==> src/rtl/split_pkg.sv <==
// split_pkg
// Shared types and constants for the split_* stream evaluators.
//   state_t     : evaluator FSM states (IDLE, COLLECT, EVAL, DONE)
//   MODE_*      : predicate selectors
//   sum_width() : accumulator width that cannot overflow for n values of max_w bits
package split_pkg;

  typedef enum logic [1:0] {
    IDLE    = 2'd0,
    COLLECT = 2'd1,
    EVAL    = 2'd2,
    DONE    = 2'd3
  } state_t;

  localparam int MODE_TAUT  = 0;
  localparam int MODE_LIMIT = 1;
  localparam int MODE_SUM   = 2;

  function automatic int sum_width(input int max_w, input int n);
    return max_w + $clog2(n + 1);
  endfunction

endpackage

==> src/rtl/split_acc.sv <==
// split_acc
// Per-frame accumulator: beat count, running sum and the "every value <= LIMIT" flag.
// Ports:
//   clk, rst_n  : clock, async active-low reset (all state to zero)
//   i_clr       : start of frame; count=0, sum=0, all_ok=1
//   i_en        : accept i_data into the frame (ignored while i_clr is high)
//   i_data      : MAX_W-bit variable value
//   o_count     : beats accepted so far
//   o_sum       : sum of accepted values
//   o_all_ok    : every accepted value was <= LIMIT
module split_acc #(
  parameter int              MAX_W = 16,
  parameter int              CNT_W = 6,
  parameter int              SUM_W = 22,
  parameter logic [MAX_W-1:0] LIMIT = '1
) (
  input  logic             clk,
  input  logic             rst_n,
  input  logic             i_clr,
  input  logic             i_en,
  input  logic [MAX_W-1:0] i_data,
  output logic [CNT_W-1:0] o_count,
  output logic [SUM_W-1:0] o_sum,
  output logic             o_all_ok
);

  logic [CNT_W-1:0] r_count;
  logic [SUM_W-1:0] r_sum;
  logic             r_all_ok;

  always_ff @(posedge clk or negedge rst_n) begin
    if (!rst_n) begin
      r_count  <= '0;
      r_sum    <= '0;
      r_all_ok <= 1'b0;
    end else if (i_clr) begin
      r_count  <= '0;
      r_sum    <= '0;
      r_all_ok <= 1'b1;
    end else if (i_en) begin
      r_count  <= r_count + CNT_W'(1);
      r_sum    <= r_sum + SUM_W'(i_data);
      r_all_ok <= r_all_ok & (i_data <= LIMIT);
    end
  end

  assign o_count  = r_count;
  assign o_sum    = r_sum;
  assign o_all_ok = r_all_ok;

endmodule

==> src/rtl/split_stream_eval.sv <==
// split_stream_eval
// Collects NUM_VARS variables one per beat and evaluates a MODE-selected predicate.
// Ports:
//   clk, rst_n           : clock, async active-low reset
//   start                : begin a frame (sampled in IDLE only)
//   in_valid/in_ready    : variable beat handshake; in_data value, in_last frame end marker
//   out_valid/out_ready  : result handshake
//   x                    : predicate result, err: frame length mismatch (valid with out_valid)
// Timing: the last beat taken at edge N is followed by one EVAL cycle, so the consumer
// first samples out_valid=1 at edge N+2. A frame closes on in_last or on the
// NUM_VARS-th beat, whichever comes first; extra beats are left unaccepted.
module split_stream_eval
  import split_pkg::*;
#(
  parameter int               NUM_VARS = 35,
  parameter int               MAX_W    = 16,
  parameter int               MODE     = 0,
  parameter logic [MAX_W-1:0] LIMIT    = '1,
  localparam int              SUM_W    = sum_width(MAX_W, NUM_VARS),
  parameter logic [SUM_W-1:0] TARGET   = '0
) (
  input  logic             clk,
  input  logic             rst_n,
  input  logic             start,
  input  logic             in_valid,
  output logic             in_ready,
  input  logic [MAX_W-1:0] in_data,
  input  logic             in_last,
  output logic             out_valid,
  input  logic             out_ready,
  output logic             x,
  output logic             err
);

  localparam int               CNT_W    = $clog2(NUM_VARS + 1);
  localparam logic [CNT_W:0]   ONE_CNT  = 1;
  localparam logic [CNT_W:0]   LAST_CNT = NUM_VARS;

  generate
    if (MODE > MODE_SUM || MODE < MODE_TAUT || NUM_VARS < 1) begin : g_bad_param
      $fatal(1, "split_stream_eval: illegal MODE or NUM_VARS");
    end
  endgenerate

  state_t           r_state, w_next;
  logic             r_x, r_err, r_last;
  logic             w_xfer, w_end, w_clr;
  logic             w_x, w_err;
  logic [CNT_W-1:0] w_count;
  logic [SUM_W-1:0] w_sum;
  logic             w_all_ok;
  logic [CNT_W:0]   w_cnt_nx;

  assign w_clr    = (r_state == IDLE) & start;
  assign w_xfer   = (r_state == COLLECT) & in_valid;
  assign w_cnt_nx = {1'b0, w_count} + ONE_CNT;
  // Frame closes on the marked beat or the NUM_VARS-th beat, whichever is first.
  assign w_end    = w_xfer & (in_last | (w_cnt_nx == LAST_CNT));

  split_acc #(
    .MAX_W (MAX_W),
    .CNT_W (CNT_W),
    .SUM_W (SUM_W),
    .LIMIT (LIMIT)
  ) u_acc (
    .clk      (clk),
    .rst_n    (rst_n),
    .i_clr    (w_clr),
    .i_en     (w_xfer),
    .i_data   (in_data),
    .o_count  (w_count),
    .o_sum    (w_sum),
    .o_all_ok (w_all_ok)
  );

  // State register
  always_ff @(posedge clk or negedge rst_n) begin
    if (!rst_n) r_state <= IDLE;
    else        r_state <= w_next;
  end

  // Next-state logic
  always_comb begin
    w_next = r_state;
    case (r_state)
      IDLE:    if (start)     w_next = COLLECT;
      COLLECT: if (w_end)     w_next = EVAL;
      EVAL:                   w_next = DONE;
      DONE:    if (out_ready) w_next = IDLE;
      default:                w_next = IDLE;
    endcase
  end

  // Output logic
  always_comb begin
    in_ready  = 1'b0;
    out_valid = 1'b0;
    case (r_state)
      COLLECT: in_ready  = 1'b1;
      DONE:    out_valid = 1'b1;
      default: ;
    endcase
  end

  // The last accepted beat overwrites this, so in EVAL it holds that beat's marker.
  always_ff @(posedge clk or negedge rst_n) begin
    if (!rst_n)      r_last <= 1'b0;
    else if (w_clr)  r_last <= 1'b0;
    else if (w_xfer) r_last <= in_last;
  end

  always_comb begin
    w_err = (w_count != CNT_W'(NUM_VARS)) | ~r_last;
    if (MODE == MODE_LIMIT)    w_x = w_all_ok & ~w_err;
    else if (MODE == MODE_SUM) w_x = (w_sum == TARGET) & ~w_err;
    else                       w_x = 1'b1;
  end

  // Result registers load once in EVAL and hold through DONE.
  always_ff @(posedge clk or negedge rst_n) begin
    if (!rst_n) begin
      r_x   <= 1'b0;
      r_err <= 1'b0;
    end else if (r_state == EVAL) begin
      r_x   <= w_x;
      r_err <= w_err;
    end
  end

  assign x   = r_x;
  assign err = r_err;

endmodule

==> config.mk <==
export PLATFORM = sky130hd
export DESIGN_NAME = split_stream_eval
export DESIGN_NICKNAME = d
export VERILOG_FILES = /design/src/rtl/split_pkg.sv /design/src/rtl/split_acc.sv /design/src/rtl/split_stream_eval.sv
export SDC_FILE = /design/constraint.sdc
export NUM_CORES = 1
export LEC_CHECK = 0
export ABC_AREA = 1
export BUFFER_PORTS_ARGS = -buffer_cell sky130_fd_sc_hd__buf_2
export CAP_MARGIN = 5
export CORE_ASPECT_RATIO = 1.1
export CORE_UTILIZATION = 35
export DETAILED_ROUTE_END_ITERATION = 10
export PLACE_DENSITY_LB_ADDON = 0.3
export REMOVE_ABC_BUFFERS = 1
export SYNTH_ARGS = -nofsm -noshare
export SYNTH_HDL_FRONTEND = slang
export SYNTH_SLANG_ARGS = --single-unit
==> constraint.sdc <==
create_clock -name clk -period 1.3 [get_ports clk]
set_input_delay 0.13 -clock clk [delete_from_list [all_inputs] [get_ports clk]]
set_output_delay 0.13 -clock clk [all_outputs]
set_load 0.02 [all_outputs]
==> results of run 1 <==
## layer usage
layer / GRT usage [%] / vias up / wire (microns) / share of wire, %
li1: - / 332 / - / -
met1: 19.08 / 308 / 721 / 45
met2: 26.57 / 13 / 790 / 49
met3: 3.396 / 4 / 48 / 3.0
met4: 9.375 / 0 / 38 / 2.4
met5: 0 / - / 0 / 0
## where the power goes
group	total (mW)	switching [mW]	internal [mW]
Combinational	0.908	0.460	0.448
Sequential	0.489	0.0695	0.420
Clock	0.244	0.129	0.114
Total	1.64	0.659	0.982
## what timing repair did
action                                  4_1_cts  5_1_grt
setup buffers                                 2        4
endpoints found under the hold margin        11        0
endpoints found under the setup margin        9       12
pin swaps                                     1        1
gates resized for setup                       4       18
hold buffers                                  1        0
## cells in the mapped netlist (all sizes together)
master,instances
ha,7
o21ai,6
inv,14
nor2,3
a21oi,1
o22ai,3
a41oi,1
nand3,9
or2,2
nand4,1
a21boi,1
nor4,1
nand2,21
xnor2,1
dfrtp,11
o21bai,1
## through the flow
stage	instances	hold slack (ns)	worst slack, ns	TNS [ns]
after floorplan	83	-0.1656	-0.1722	-1.078
after global placement	121	0.01770	-0.1651	-0.3429
after detailed placement	121	0.01834	-0.2196	-0.5010
final	132	0.1230	-0.2434	-0.4775
after CTS	128	0.1202	-0.1820	-0.4966
after global routing	132	0.1419	-0.3367	-0.8438
## cell type report
type                    instances  area [sq um]  share of cell area, %
well taps                      18         22.52                  2.329
inverters                      14         52.55                  5.433
clock inverters                 1         5.005                 0.5175
repair buffers                 27         192.7                  19.92
clock buffers                   3         22.52                  2.329
multi-input cells              58         394.1                  40.75
flip-flops and latches         11         277.8                  28.72
## worst min-delay path: stages
cell and delay, ns:
buf_2 0.09, inv_1 0.07, o22ai_1 0.07
## flip-flops by register name (all words and copies together) (netlist names)
name,cells
r_last,1
err,1
r_state,2
x,1
u_acc.o_count,6
## worst min path at each step
stage / startpoint / to / slack (ns) / cells past startpoint
finish: in_last / r_last / 0.12 / 3
detailed placement: rst_n / u_acc.o_count[3] / 0.02 / 1
global route: in_last / r_last / 0.14 / 3
CTS: in_last / r_last / 0.12 / 3
global placement: rst_n / u_acc.o_count[3] / 0.02 / 1
floorplan: rst_n / err / -0.17 / 0
## logic make-up (layout without fill, tap and decap cells)
group / Yosys count / in the layout / share of synthesized area, %
buf+inv: 14 / 45 / 7.850
simple gates: 37 / 37 / 25.05
fa+ha+maj: 7 / 7 / 13.08
xor+xnor: 1 / 1 / 1.309
flops: 11 / 11 / 41.12
compound gates: 13 / 13 / 11.59
==> run_results.csv, run 1 <==
group,metric,value,unit
setup_path,r2r_cells,11,
global_route,grt_pass1_vias,582,
layout,fillers,153,
setup_path,rr_endpoint,"r_state[0]",
setup_path,crit_family,"simple AND/OR/NAND/NOR gates",
timing,fmax,647.9,MHz
clocking,htree_levels,1,
setup_path,cp.depth,11,
global_route,track_usage,15.87,%
detailed_routing,drt-initial-drc-count,15,
logic_synthesis,synthTopCellsByArea,"dfrtp_1 41%, ha_1 13%, nand2_1 10%, inv_1 7.9%, nand3_1 6.7%",
global_route,grt_max_degree,12,
run_status,status,"finished, violations left",
timing,fin_crit,1.543,ns
layout,finalInstanceArea,967.2,sq um
placement,post_dp_cell_area,819.5,sq um
placement,hpwlAfterDp,1093,microns
pwr,cellPowerDensity,1697,mW/mm^2
detailed_routing,wire_per_inst,12.11,microns
setup_path,cp_slowest_cell,"dfrtp_2",
placement,portBuffers,9,
clocking,clk_pin_slew,0.08,ns
clocking,clock-sinks,11,
clocking,cts_buffers,3,
timing,setup_ws,-0.2434,ns
global_route,grt_first_pass_wirelength,2352,microns
global_route,grt_overflow,0,
detailed_routing,final_antenna_net_count,0,
floorplanning,io_pins,26,
setup_path,path_cells,"ha_4 > xnor2_2 > nand2_1 > nor2_1 > nand3_1 > nand2_1 > nand2_1 > nand2_2 > nand2_2 > nand2_1 > nand2_1",
timing,max_slew_margin,80.88,%
setup_path,critPathMaxFanout,3,
run_status,violations,"setup timing",
timing,hold_viol_final,0,
setup_path,criticalPathCategory,"flop to flop",
pwr,p_leak,0.4594,nW
timing,worstMarginPinSlew,0.2868,ns
layout,diodes,0,
setup_path,reg2reg_slack,-0.24,ns
detailed_routing,drc,0,
floorplanning,die_h,47.87,microns
floorplanning,start_util,37.57,%
setup_path,crit_path_end,"r_state[0]",
global_route,antenna_found_initial,0,
clocking,clkLatencyLatePin,0.28,ns
logic_synthesis,synth_cells,83,
setup_path,startpoint,"u_acc.o_count[0]",
logic_synthesis,yosys.area.top_type,"dfrtp_1",
timing,post-route-period-util,118.7,%
logic_synthesis,ys_seq_area_share,41.12,%
placement,place.gp.congestion,0.8557,
clocking,clock_path_buffers,2,
setup_path,crit_path_max_incr_delay,0.44,ns
layout,nets,144,
setup_path,endpoint_kind,"flop",
worst_hold_path,hp-class,"primary input to flop",
floorplanning,die_width,43.70,microns
timing,fin_skew,0.005019,ns
setup_path,worstPathRequired,1.48,ns
timing,setup_viol,3,
clocking,ctsRootBufferMaster,"clkbuf_4",
pwr,power,1.641,mW
floorplanning,dieArea,0.002091,sq mm
setup_path,arrival,1.72,ns
setup_path,timing.rr.start,"u_acc.o_count[0]",
layout,drive_above_1_share,41.23,%
pwr,vdd_drop_max,1.039,mV
layout,mostFrequentLayoutCells,"17 x nand2_1, 16 x buf_4, 12 x inv_1",
timing,rsz0062_at_grt,"true",
layout,synthToLayoutAreaGrowth,44.49,%
logic_synthesis,ys_types,18,
detailed_routing,viasPerCell,4.977,
logic_synthesis,ys_warn_count,0,
detailed_routing,dr.pass1.iters,4,
setup_path,start_kind,"flop",
logic_synthesis,avgSynthCellArea,8.065,sq um
floorplanning,rows,16,
layout,final_common_cell,"nand2_1",
setup_path,path_common_cell,"nand2_1",
setup_path,cp_num_buf_inv,0,
timing,drv_slew,0,
floorplanning,core,0.001782,sq mm
detailed_routing,wl,1598,microns
logic_synthesis,synth_top_cell_area_share,41.12,%
clocking,cts_tree,"built",
detailed_routing,vias,657,
logic_synthesis,synth_area,669.4,sq um
layout,fin_util,54.28,%
job,cap_viol_max_count,0,
logic_synthesis,ys_ff_latch,11,
(Power assumes the default switching activity.)
==> run 2, diff against run 1 <==
- clock period: 1.3 -> 1.7 ns (I/O delays scaled with it)
==> run 2 against run 1 <==
Compared with the run above:
- the run now ends clean
- total power down 39%
- clock-buffer cell count rose by 1
- routed wire length down 21%
- worst setup slack improved by 0.43 ns
- sequential power down 21%
- fmax rose by 1.7%
- core utilization fell by 9.3 points
- die area unchanged
- clock power decreased by 25%
- cell area shrank 17%
- critical endpoint is now r_state[1]
- largest cell class unchanged
==> run_results.csv, run 2 (same netlist as run 1, synthesis figures left out) <==
group,metric,value,unit
pwr,cellInternalPower,0.5902,mW
floorplanning,die_h,47.87,microns
detailed_routing,vias,601,
clocking,clock-sinks,11,
clocking,cts_buffers,3,
timing,fin_skew,0.001914,ns
global_route,grt_max_degree,12,
floorplanning,io_pins,26,
pwr,cellPowerDensity,1250,mW/mm^2
placement,post_dp_cell_area,744.5,sq um
run_status,status,"completed",
floorplanning,rows,16,
setup_path,cp_slowest_cell,"dfrtp_2",
clocking,clkLatencyLatePin,0.27,ns
setup_path,start_kind,"flop",
worst_hold_path,hp-class,"primary input to flop",
clocking,ctsRootBufferMaster,"clkbuf_4",
detailed_routing,drt-initial-drc-count,12,
clocking,cts_tree,"built",
layout,finalInstanceArea,800.8,sq um
pwr,seq_power_share,38.4,%
timing,final.setup.tns,0,ns
layout,largest_register_ffs,6,
clocking,clk_pin_slew,0.07,ns
timing,fmax,659.1,MHz
detailed_routing,drc,0,
setup_path,path_cells,"ha_2 > xnor2_2 > nand2_1 > nor2_1 > nand3_1 > nand2_1 > nand2_1 > nand2_2 > nand2_2 > nand2_1 > nand2_1",
setup_path,r2r_cells,11,
detailed_routing,wl,1270,microns
pwr,pwr-share-comb,43.4,%
pwr,p_leak,0.3874,nW
timing,post-route-period-util,89.24,%
setup_path,criticalPathCategory,"flop to flop",
layout,mostFrequentLayoutCells,"18 x nand2_1, 13 x inv_1, 9 x nand3_1, 9 x dfrtp_1, 9 x buf_2",
pwr,p_switching,0.4104,mW
global_route,grt_pass1_vias,527,
clocking,htree_levels,1,
clocking,clock_path_buffers,2,
layout,final_common_cell,"nand2_1",
global_route,grt_first_pass_wirelength,2083,microns
floorplanning,dieArea,0.002091,sq mm
detailed_routing,final_antenna_net_count,0,
setup_path,critPathMaxFanout,7,
setup_path,worstPathRequired,1.87,ns
timing,setup_viol,0,
worst_hold_path,hold_depth,3,
setup_path,endpoint_kind,"flop",
setup_path,arrival,1.68,ns
detailed_routing,viasPerCell,5.137,
layout,synthToLayoutAreaGrowth,19.63,%
layout,nets,129,
global_route,antenna_found_initial,0,
layout,diodes,0,
timing,max_slew_margin,82.09,%
placement,hpwlAfterDp,1013,microns
floorplanning,die_width,43.70,microns
placement,portBuffers,9,
floorplanning,start_util,37.57,%
layout,drive_above_1_share,24.24,%
pwr,switching_share,41.02,%
timing,hold_viol_final,0,
detailed_routing,dr.pass1.iters,4,
placement,place.gp.congestion,0.6996,
pwr,vdd_drop_max,0.6014,mV
pwr,power_frac_clock,18.2,%
setup_path,path_common_cell,"nand2_1",
floorplanning,core,0.001782,sq mm
detailed_routing,wire_per_inst,10.85,microns
setup_path,crit_path_max_incr_delay,0.46,ns
timing,drv_slew,0,
job,cap_viol_max_count,0,
timing,worstMarginPinSlew,0.2662,ns
global_route,grt_overflow,0,
timing,fin_crit,1.517,ns
global_route,track_usage,14.15,%
timing,rsz0062_at_grt,"false",
run 2: cell count changes in the layout (fill, tap and decap cells not counted), moves of 2 or more:
| cell | delta |
|---|---|
| ha_4 | -2 |
| o21ai_1 | -3 |
| buf_6 | -2 |
| o21ai_0 | +3 |
| ha_1 | +3 |
| buf_4 | -14 |
run 2: metal layers:
layer	global-route usage, %	share of wire [%]	up-vias
li1	-	-	305
met1	16.48	47	275
met2	24.18	47	16
met3	2.642	3.9	5
met4	9.375	2.4	0
met5	0	0	-
run 2: worst max-delay path: cells and delay by family (launching register included):
kind | cells | cell delay [ns]
xor+xnor | 1 | 0.16
fa+ha+maj | 1 | 0.22
flops | 1 | 0.46
simple gates | 9 | 0.58
run 2: path summary, 6_finish.rpt:
check | startpoint | endpoint | slack (ns)
max reg2reg | u_acc.o_count[1] | r_state[1] | 0.18
min | in_last | r_last | 0.16
max | u_acc.o_count[1] | r_state[1] | 0.18
min in group asynchronous | rst_n | u_acc.o_count[3] | 0.29
max in group asynchronous | rst_n | u_acc.o_count[1] | 1.19
min reg2reg | x | x | 0.46
run 2: repair_timing:
action,4_1_cts,5_1_grt
hold buffers,1,0
resized for setup,0,6
hold endpoints to repair,11,0
buffers inserted,0,1
endpoints found under the setup margin,0,2
run 2: power by group through the flow:
stage	Combinational (mW)	Sequential, mW	Clock (mW)
floorplan	0.323	0.369	0
global placement	0.412	0.385	0
detailed placement	0.418	0.386	0
CTS	0.423	0.380	0.190
global route	0.512	0.393	0.202
finish	0.434	0.384	0.182
run 2: area by class of cell:
| class | instances | area [sq um] |
|---|---|---|
| sequential | 11 | 277.8 |
| tap | 18 | 22.52 |
| clock buffer | 4 | 26.28 |
| fill | 174 | 980.9 |
| timing repair buffer | 12 | 70.07 |
| inverter | 14 | 52.55 |
| multi-input combinational | 58 | 351.6 |
run 2: stage by stage:
step	cells	utilization, %	hold WS [ns]	total power, mW	setup slack, ns
after floorplan	83	-	-0.1256	0.6918	0.2278
after global placement	111	41.78	0.05245	0.7976	0.1124
after detailed placement	111	41.78	0.05775	0.8042	0.07847
after CTS	116	43.82	0.1563	0.9936	0.06079
after global routing	117	44.94	0.1711	1.108	0.05079
final	117	44.94	0.1638	1.001	0.1829
==> run 3, diff against run 2 <==
- CORE_UTILIZATION: 35 -> 40
==> run 3 against run 2 <==
Compared with the run above:
- worst hold slack about the same
- global-route usage up 3.5 points
- clock power down 3%
- via count down 4.2%
- total power down 0.85%
- clock skew up 0.0038 ns
- routed wire length up 0.39%
- combinational power up 2%
- first-iteration DRC count down 33%
- core utilization up 6.5 points
- critical path type unchanged
==> run_results.csv, run 3 (same netlist as run 1, synthesis figures left out) <==
group,metric,value,unit
setup_path,arrival,1.70,ns
pwr,p_leak,0.3973,nW
pwr,switching_share,40.34,%
layout,diodes,0,
timing,rsz0062_at_grt,"false",
timing,setup_viol,0,
clocking,clkLatencyLatePin,0.27,ns
pwr,p_switching,0.4002,mW
timing,setup_ws,0.1593,ns
detailed_routing,drt-initial-drc-count,8,
layout,nets,130,
global_route,grt_first_pass_wirelength,2076,microns
detailed_routing,drc,0,
global_route,grt_pass1_vias,520,
timing,hold_viol_final,0,
setup_path,criticalPathCategory,"flop to flop",
detailed_routing,vias,576,
pwr,power_frac_clock,17.7,%
detailed_routing,viasPerCell,4.923,
layout,multi_input_area,349.1,sq um
floorplanning,die_width,41.01,microns
layout,finalInstanceArea,802.0,sq um
floorplanning,dieArea,0.001841,sq mm
pwr,seq_power_share,37.7,%
setup_path,start_kind,"flop",
clocking,cts_tree,"built",
detailed_routing,wire_per_inst,10.90,microns
timing,fin_crit,1.541,ns
clocking,htree_levels,1,
pwr,vdd_drop_max,0.7786,mV
detailed_routing,dr.pass1.iters,4,
floorplanning,io_pins,26,
global_route,grt_overflow,0,
timing,fin_skew,0.005735,ns
layout,drive_above_1_share,21.00,%
layout,largest_register_ffs,6,
pwr,cellPowerDensity,1237,mW/mm^2
placement,place.gp.congestion,0.7247,
timing,fmax,649.0,MHz
pwr,cellInternalPower,0.5919,mW
placement,pre_cts_slack,0.1695,ns
timing,final.setup.tns,0,ns
global_route,track_usage,17.62,%
placement,post_dp_cell_area,758.2,sq um
detailed_routing,final_antenna_net_count,0,
timing,worstMarginPinSlew,0.2993,ns
clocking,cts_buffers,3,
floorplanning,rows,15,
timing,drv_slew,0,
layout,synthToLayoutAreaGrowth,19.81,%
clocking,post_cts_buffers,0,
global_route,antenna_found_initial,0,
timing,post-route-period-util,90.63,%
floorplanning,die_h,44.91,microns
layout,fillers,155,
timing,max_slew_margin,80.04,%
floorplanning,start_util,42.97,%
clocking,clock-sinks,11,
setup_path,worstPathRequired,1.86,ns
setup_path,endpoint_kind,"flop",
run_status,status,"completed",
detailed_routing,wl,1275,microns
clocking,ctsRootBufferMaster,"clkbuf_4",
clocking,clock_path_buffers,2,
placement,hpwlAfterDp,1001,microns
job,cap_viol_max_count,0,
layout,final_common_cell,"nand2_1",
layout,regArea,275.3,sq um
placement,portBuffers,9,
floorplanning,core,0.001558,sq mm
clocking,clk_pin_slew,0.07,ns
setup_path,critPathMaxFanout,4,
layout,mostFrequentLayoutCells,"18 x nand2_1, 14 x inv_1, 11 x dfrtp_1",
timing,whs,0.1635,ns
pwr,pwr-share-comb,44.6,%
worst_hold_path,hp-class,"primary input to flop",
global_route,grt_max_degree,12,
-- run 3: power groups by stage --
stage	logic [mW]	registers [mW]	clock network [mW]
2_1_floorplan	0.323	0.369	0
3_3_place_gp	0.433	0.375	0
3_5_place_dp	0.439	0.379	0
4_1_cts	0.445	0.374	0.179
5_1_grt	0.520	0.382	0.191
6_report	0.443	0.374	0.176
-- run 3: stage by stage --
| step | util (%) | cells | total power [mW] |
|---|---|---|---|
| 2_1_floorplan | - | 83 | 0.6918 |
| 3_3_place_gp | 48.67 | 112 | 0.8088 |
| 3_5_place_dp | 48.67 | 112 | 0.8184 |
| 4_1_cts | 51.00 | 117 | 0.9979 |
| 5_1_grt | 51.49 | 117 | 1.093 |
| 6_report | 51.49 | 117 | 0.9921 |
-- run 3: layout make-up --
| cell class | instances | area share [%] |
|---|---|---|
| clock buffers | 4 | 3.276 |
| inverters | 14 | 6.552 |
| multi-input cells | 58 | 43.53 |
| flip-flops and latches | 11 | 34.32 |
| well taps | 17 | 2.652 |
| repair buffers | 13 | 9.672 |
-- run 3: path summary, 6_finish.rpt --
kind	from	end	slack (ns)	depth (start not counted)
setup / recovery	u_acc.o_count[1]	r_state[0]	0.16	11
hold / removal	in_last	r_last	0.16	3
setup reg to reg	u_acc.o_count[1]	r_state[0]	0.16	11
hold reg to reg	x	x	0.47	1
max in group asynchronous	rst_n	u_acc.o_count[4]	1.21	2
min in group asynchronous	rst_n	r_last	0.29	2
-- run 3: routing by layer --
layer	up-vias	track usage [%]	part of all wire (%)
met5	-	0	0
met4	0	14.00	3.8
li1	307	-	-
met2	9	26.88	47
met1	255	21.04	47
met3	5	2.956	2.0
-- run 3: critical path, stage by stage, from the launching register on --
cell and delay, ns:
dfrtp_1 0.42, ha_1 0.26, xnor2_2 0.18, nand2_1 0.07, nor2_1 0.09, nand3_1 0.08
nand2_1 0.07, nand2_1 0.06, nand2_2 0.07, nand2_2 0.05, nand2_1 0.05, nand2_1 0.05
-- run 3: what timing repair did --
action,in CTS,in global routing
hold endpoints to repair,11,0
resized for setup,0,1
setup endpoints to repair,0,2
hold buffers,1,0
